<file path="src/rtl/sport0_rx_ctl.sv">
// ---------------------------------------------------------------------------
// sport0_rx_ctl
//   Receive control for SPORT0. Samples RFS/DR on each SCLK sampling strobe,
//   assembles words of SLEN+1 bits (MSB first), supports multichannel frames
//   of MWORD+1 back-to-back words, moves each finished word into the RX
//   holding register and then notifies the core (IRS) or the autobuffer DMA
//   (RSreq).
//
// Ports
//   DSPCLK    in   system clock, all state changes on posedge
//   RST       in   synchronous active-high reset
//   SP_EN     in   port enable; low clears FSM, counters and shifter
//   SCLK_en   in   one-DSPCLK strobe at each SCLK sampling edge
//   RFS       in   receive frame sync (sampled only while idle)
//   DR        in   serial receive data
//   SLEN      in   word length - 1 (2..15)
//   MWORD     in   words per frame - 1
//   RXSE      in   1 = sign-extend received word, 0 = zero-fill
//   RBUF      in   1 = autobuffer (DMA) mode
//   Rwrap     in   autobuffer wrap indication, routed to IRS in RBUF mode
//   RX_re     in   core read strobe of RX
//   RSack     in   DMA acknowledge
//   ROVF_clr  in   clears the sticky overflow flag
//   RX        out  received word holding register
//   RX_full   out  RX holds an unread word
//   RSreq     out  DMA request
//   IRS       out  receive interrupt
//   ROVF      out  sticky overflow flag
//   SLOT_NUM  out  current multichannel slot (counts MWORD..0)
// ---------------------------------------------------------------------------
module sport0_rx_ctl #(
  parameter int DW     = 16,
  parameter int WCNT_W = 8
) (
  input  logic              DSPCLK,
  input  logic              RST,
  input  logic              SP_EN,
  input  logic              SCLK_en,
  input  logic              RFS,
  input  logic              DR,
  input  logic [3:0]        SLEN,
  input  logic [WCNT_W-1:0] MWORD,
  input  logic              RXSE,
  input  logic              RBUF,
  input  logic              Rwrap,
  input  logic              RX_re,
  input  logic              RSack,
  input  logic              ROVF_clr,
  output logic [DW-1:0]     RX,
  output logic              RX_full,
  output logic              RSreq,
  output logic              IRS,
  output logic              ROVF,
  output logic [3:0]        SLOT_NUM
);

  typedef enum logic [1:0] {
    IDLE  = 2'b01,
    SHIFT = 2'b10
  } state_t;

  state_t            state, state_nxt;
  logic [3:0]        bcnt, bcnt_nxt;
  logic [WCNT_W-1:0] wcnt, wcnt_nxt;
  logic [DW-1:0]     shifter, shifter_nxt;
  logic [DW-1:0]     shift_in;
  logic [DW-1:0]     word_ext;
  logic              word_done;
  logic              done_q;
  logic              rx_clr;

  assign shift_in = {shifter[DW-2:0], DR};
  assign rx_clr   = RX_re | RSack;

  // The frame-sync strobe only arms the counters; the data bits follow on
  // the next strobes. Bcnt counts down to 0, and the strobe seen at 0 is the
  // last bit of the word. Dropping SP_EN overrides everything and discards a
  // partly received word.
  always_comb begin
    state_nxt   = state;
    bcnt_nxt    = bcnt;
    wcnt_nxt    = wcnt;
    shifter_nxt = shifter;
    word_done   = 1'b0;
    case (state)
      IDLE: begin
        if (SCLK_en && RFS) begin
          state_nxt   = SHIFT;
          bcnt_nxt    = SLEN;
          wcnt_nxt    = MWORD;
          shifter_nxt = '0;
        end
      end
      SHIFT: begin
        if (SCLK_en) begin
          if (bcnt == 4'd0) begin
            word_done   = 1'b1;
            shifter_nxt = '0;
            if (wcnt == '0) begin
              state_nxt = IDLE;
            end else begin
              bcnt_nxt = SLEN;
              wcnt_nxt = wcnt - {{(WCNT_W-1){1'b0}}, 1'b1};
            end
          end else begin
            shifter_nxt = shift_in;
            bcnt_nxt    = bcnt - 4'd1;
          end
        end
      end
      default: begin
        state_nxt   = IDLE;
        bcnt_nxt    = '0;
        wcnt_nxt    = '0;
        shifter_nxt = '0;
      end
    endcase
    if (!SP_EN) begin
      state_nxt   = IDLE;
      bcnt_nxt    = '0;
      wcnt_nxt    = '0;
      shifter_nxt = '0;
      word_done   = 1'b0;
    end
  end

  // Bits above the word length are filled with the word MSB or with zero.
  always_comb begin
    word_ext = '0;
    for (int i = 0; i < DW; i++) begin
      if (i <= int'(SLEN)) begin
        word_ext[i] = shift_in[i];
      end else begin
        word_ext[i] = RXSE & shift_in[SLEN];
      end
    end
  end

  always_ff @(posedge DSPCLK) begin
    if (RST) begin
      state   <= IDLE;
      bcnt    <= '0;
      wcnt    <= '0;
      shifter <= '0;
    end else begin
      state   <= state_nxt;
      bcnt    <= bcnt_nxt;
      wcnt    <= wcnt_nxt;
      shifter <= shifter_nxt;
    end
  end

  // Holding register and handshake flags. A load beats a same-cycle clear of
  // RX_full, and a same-cycle clear also cancels the overflow condition.
  // While the port is disabled the user-visible flags simply hold.
  always_ff @(posedge DSPCLK) begin
    if (RST) begin
      RX      <= '0;
      RX_full <= 1'b0;
      ROVF    <= 1'b0;
      RSreq   <= 1'b0;
      done_q  <= 1'b0;
    end else if (SP_EN) begin
      done_q <= word_done;
      if (word_done) begin
        RX <= word_ext;
      end
      if (word_done) begin
        RX_full <= 1'b1;
      end else if (rx_clr) begin
        RX_full <= 1'b0;
      end
      if (word_done && RX_full && !rx_clr) begin
        ROVF <= 1'b1;
      end else if (ROVF_clr) begin
        ROVF <= 1'b0;
      end
      if (RSack) begin
        RSreq <= 1'b0;
      end else if (done_q && RBUF) begin
        RSreq <= 1'b1;
      end
    end else begin
      done_q <= 1'b0;
    end
  end

  assign IRS      = RBUF ? Rwrap : done_q;
  assign SLOT_NUM = wcnt[3:0];

endmodule

</file>
<file path="config.mk">
export PLATFORM = sky130hd
export DESIGN_NAME = sport0_rx_ctl
export DESIGN_NICKNAME = d
export VERILOG_FILES = /design/src/rtl/sport0_rx_ctl.sv
export SDC_FILE = /design/constraint.sdc
export NUM_CORES = 1
export LEC_CHECK = 0
export ABC_AREA = 1
export BUFFER_PORTS_ARGS = -buffer_cell sky130_fd_sc_hd__clkbuf_2
export CORE_MARGIN = 10
export CORE_UTILIZATION = 40
export CTS_BUF_LIST = sky130_fd_sc_hd__clkbuf_8
export CTS_CLUSTER_DIAMETER = 80
export CTS_CLUSTER_SIZE = 28
export DETAILED_ROUTE_END_ITERATION = 8
export PLACE_DENSITY = 0.62
export SYNTH_ARGS = -nofsm -noshare
export SYNTH_HDL_FRONTEND = slang
export SYNTH_SLANG_ARGS = --single-unit
</file>
<file path="constraint.sdc">
create_clock -name DSPCLK -period 4.7 [get_ports DSPCLK]
set_input_delay 0.705 -clock DSPCLK [delete_from_list [all_inputs] [get_ports DSPCLK]]
set_output_delay 0.705 -clock DSPCLK [all_outputs]
set_load 0.02 [all_outputs]
</file>
==> flow_metrics.tcl <==
set metrics [dict create \
    regArea_um2 981 \
    antenna_found_initial 0 \
    syn_to_final_growth_pct 11.8 \
    clk_latency_ns 0.30 \
    synth-simple-area-share 0.291 \
    dr_total_vias 2593 \
    cts_tree "yes" \
    drc 0 \
    port_buffers 47 \
    ys_ff_latch 49 \
    synth_area_leader_cell "dfxtp_1" \
    gp_congestion 0.885 \
    cts_resized 0 \
    rsz0062_at_grt "no" \
    r2r_cells 7 \
    vias_per_cell 4.94 \
    setup-tns-final_ns 0 \
    clk_pin_slew_worst_paths_ns 0.09 \
    grt_usage 0.138 \
    multi_input_area_mm2 0.00144 \
    worst_slew_pin_slew_ns 0.609 \
    nNetsFinal 476 \
    grt_pass1_wl_um 12000 \
    timing.slew.headroom 0.594 \
    r2r_start "state[0]" \
    hold_viol 0 \
    cts_htree_levels 2 \
    syn_area_per_cell_um2 6.61 \
    core.rowCount 29 \
    grt_pass1_vias 2631 \
    cap_violations 0 \
    post_cts_buffers 0 \
    numCtsBuffers 5 \
    ir_drop_mv 0.180 \
    power_density_mw_per_mm2 282 \
    reg2reg_setup_slack_ns 2.48 \
    worst_ep_required_time_ns 4.89 \
    cpPeakStageDelay_ns 0.52 \
    wire_per_inst_um 12.9 \
    grt_max_degree 29 \
    worstSetupStartpointType "flop" \
    final_common_cell "nand2_1" \
    fmax_mhz 450 \
    clockBufferDepth 2 \
    drive_gt1_frac 0.190 \
    dr.pass1.iters 4 \
    syn_inst 411 \
    fin_crit_sh 0.472 \
    hold_class "reg -> reg" \
    drt-total-wl_um 6770 \
    dp_cells 517 \
    netlist.area_leader.share 0.361 \
    synth_top_family_by_area "simple AND/OR/NAND/NOR gates" \
    power_leakage_nw 1.39 \
    setup.worst_path.end "RX[12]" \
    cts-root-buf "clkbuf_8" \
    period_minus_slack_ns 2.22 \
    power_mw 0.856 \
    dieWidth_um 102 \
    crit_start "state[0]" \
    insertedDiodeCount 0 \
    holdBufCountCts 0 \
    final.setup_skew_ns 0.00571 \
    yosysWarnings 0 \
    core_mm2 0.00646 \
    slowest_stage "nor2_2" \
    cts.sinks 49 \
    synth_mux_area_frac 0.00415 \
    initial_core_util 0.420 \
    gr-total-overflow 0 \
    syn_area_mm2 0.00272 \
    crit_chain "inv_1 -> ha_1 -> nand3_1 -> nor2_2 -> inv_2 -> a21oi_1 -> a21oi_2" \
    status "completed" \
    r2r_end "RX[12]" \
    syn_nets 440 \
    first_iter_violations 131 \
    drv_slew 0 \
    antenna_left 0 \
    layout_common_cells "140 x nand2_1, 49 x dfxtp_1, 49 x a21oi_1" \
    io_pins 48 \
    fillers 717 \
    cp.arrival_ns 2.41 \
    cp-end-kind "flop" \
    min_path_cells 2 \
    crit_fanout 19 \
    synthXorXnorAreaFrac 0.00968 \
    dieArea_mm2 0.0105 \
    synth_compound_area_frac 0.201 \
    ys_types 36 \
    setup_violations 0 \
    ys_seq_area_frac 0.361 \
    yosys-top-cells-area "dfxtp_1 36%, nand2_1 19%, a21oi_1 9.0%, inv_1 5.3%, o21ai_0 5.0%" \
    fin_cells 525 \
    synthAdderAreaFrac 0.0230 \
    worstSetupPathType "reg -> reg" \
    chipHeight_um 102 \
    dpl.hpwl_um 5150 \
]
-- report_power, final --
part	internal (mW)	total (mW)	switching, mW
clock network	0.136	0.276	0.140
registers	0.422	0.428	0.00637
logic	0.0497	0.152	0.103
-- sequential cells by signal, summed over array words and instances (netlist names) --
register	count
ROVF	1
RSreq	1
RX	16
RX_full	1
bcnt	4
done_q	1
shifter	15
state	2
wcnt	8
-- final cells by class --
type | count | share of cell area
multi-input cells | 298 | 0.473
clock inverters | 1 | 0.00289
flip-flops and latches | 49 | 0.323
repair buffers | 47 | 0.0775
clock buffers | 7 | 0.0317
inverters | 46 | 0.0602
well taps | 77 | 0.0317
-- through the flow --
stage,utilization,setup slack (ns),hold WS [ns],instance area (um2)
3_5_place_dp,0.454,2.43,0.456,2930
4_1_cts,0.470,2.44,0.471,3040
5_1_grt,0.470,2.23,0.496,3040
2_1_floorplan,-,2.93,0.445,2720
6_report,0.470,2.48,0.467,3040
3_3_place_gp,0.454,2.41,0.454,2930
-- worst min path at each step --
stage          slack, ns  startpoint       to
2_1_floorplan       0.44     bcnt[1]  bcnt[1]
3_3_place_gp        0.45       RX[3]    RX[3]
3_5_place_dp        0.46       RX[3]    RX[3]
4_1_cts             0.47       RX[3]    RX[3]
5_1_grt             0.50       RX[1]    RX[1]
6_report            0.47     bcnt[1]  bcnt[1]
-- synth_stat cells --
library cell / number
nor2_2: 3
nor2_4: 1
nand2_4: 1
nand3_1: 15
dfxtp_1: 49
nor3_2: 1
clkbuf_2: 1
inv_6: 1
ha_1: 5
nor3_1: 1
a32o_1: 1
nor2_1: 26
o21ai_0: 27
buf_4: 6
o21a_1: 1
a22o_1: 1
a21oi_4: 1
nand2_1: 140
buf_2: 2
inv_1: 38
clkbuf_1: 6
a31oi_1: 1
buf_6: 3
a21oi_2: 10
and3_1: 1
o22ai_1: 3
a21oi_1: 49
inv_2: 5
inv_4: 2
o21ai_1: 2
nand3_2: 1
xor2_1: 2
mux2_2: 1
or2_2: 1
xnor2_1: 1
nand2_2: 2
-- kinds of logic after synthesis --
kind of cell,Yosys count
adder cells (fa/ha/maj),5
multiplexers,1
buffers and inverters,64
flip-flops,49
AO/OA/AOI/OAI,96
XOR/XNOR,3
AND/OR/NAND/NOR,193
-- per-layer routing --
layer / GRT usage / routed length [um] / vias to the layer above
li1: - / - / 1375
met1: 0.172 / 3230 / 1150
met2: 0.228 / 3110 / 57
met3: 0.0432 / 368 / 11
met4: 0.0260 / 68 / 0
met5: 0 / 0 / -
-- worst max-delay path, delay by kind of cell, from the launching register on --
| family | cells | cell delay, ns |
|---|---|---|
| adders and majority gates | 1 | 0.39 |
| AOI/OAI and AO/OA | 2 | 0.34 |
| and+or+nand+nor | 2 | 0.66 |
| buffers and inverters | 2 | 0.37 |
| DFF | 1 | 0.33 |
No activity file was read; power rests on OpenSTA's default activity.
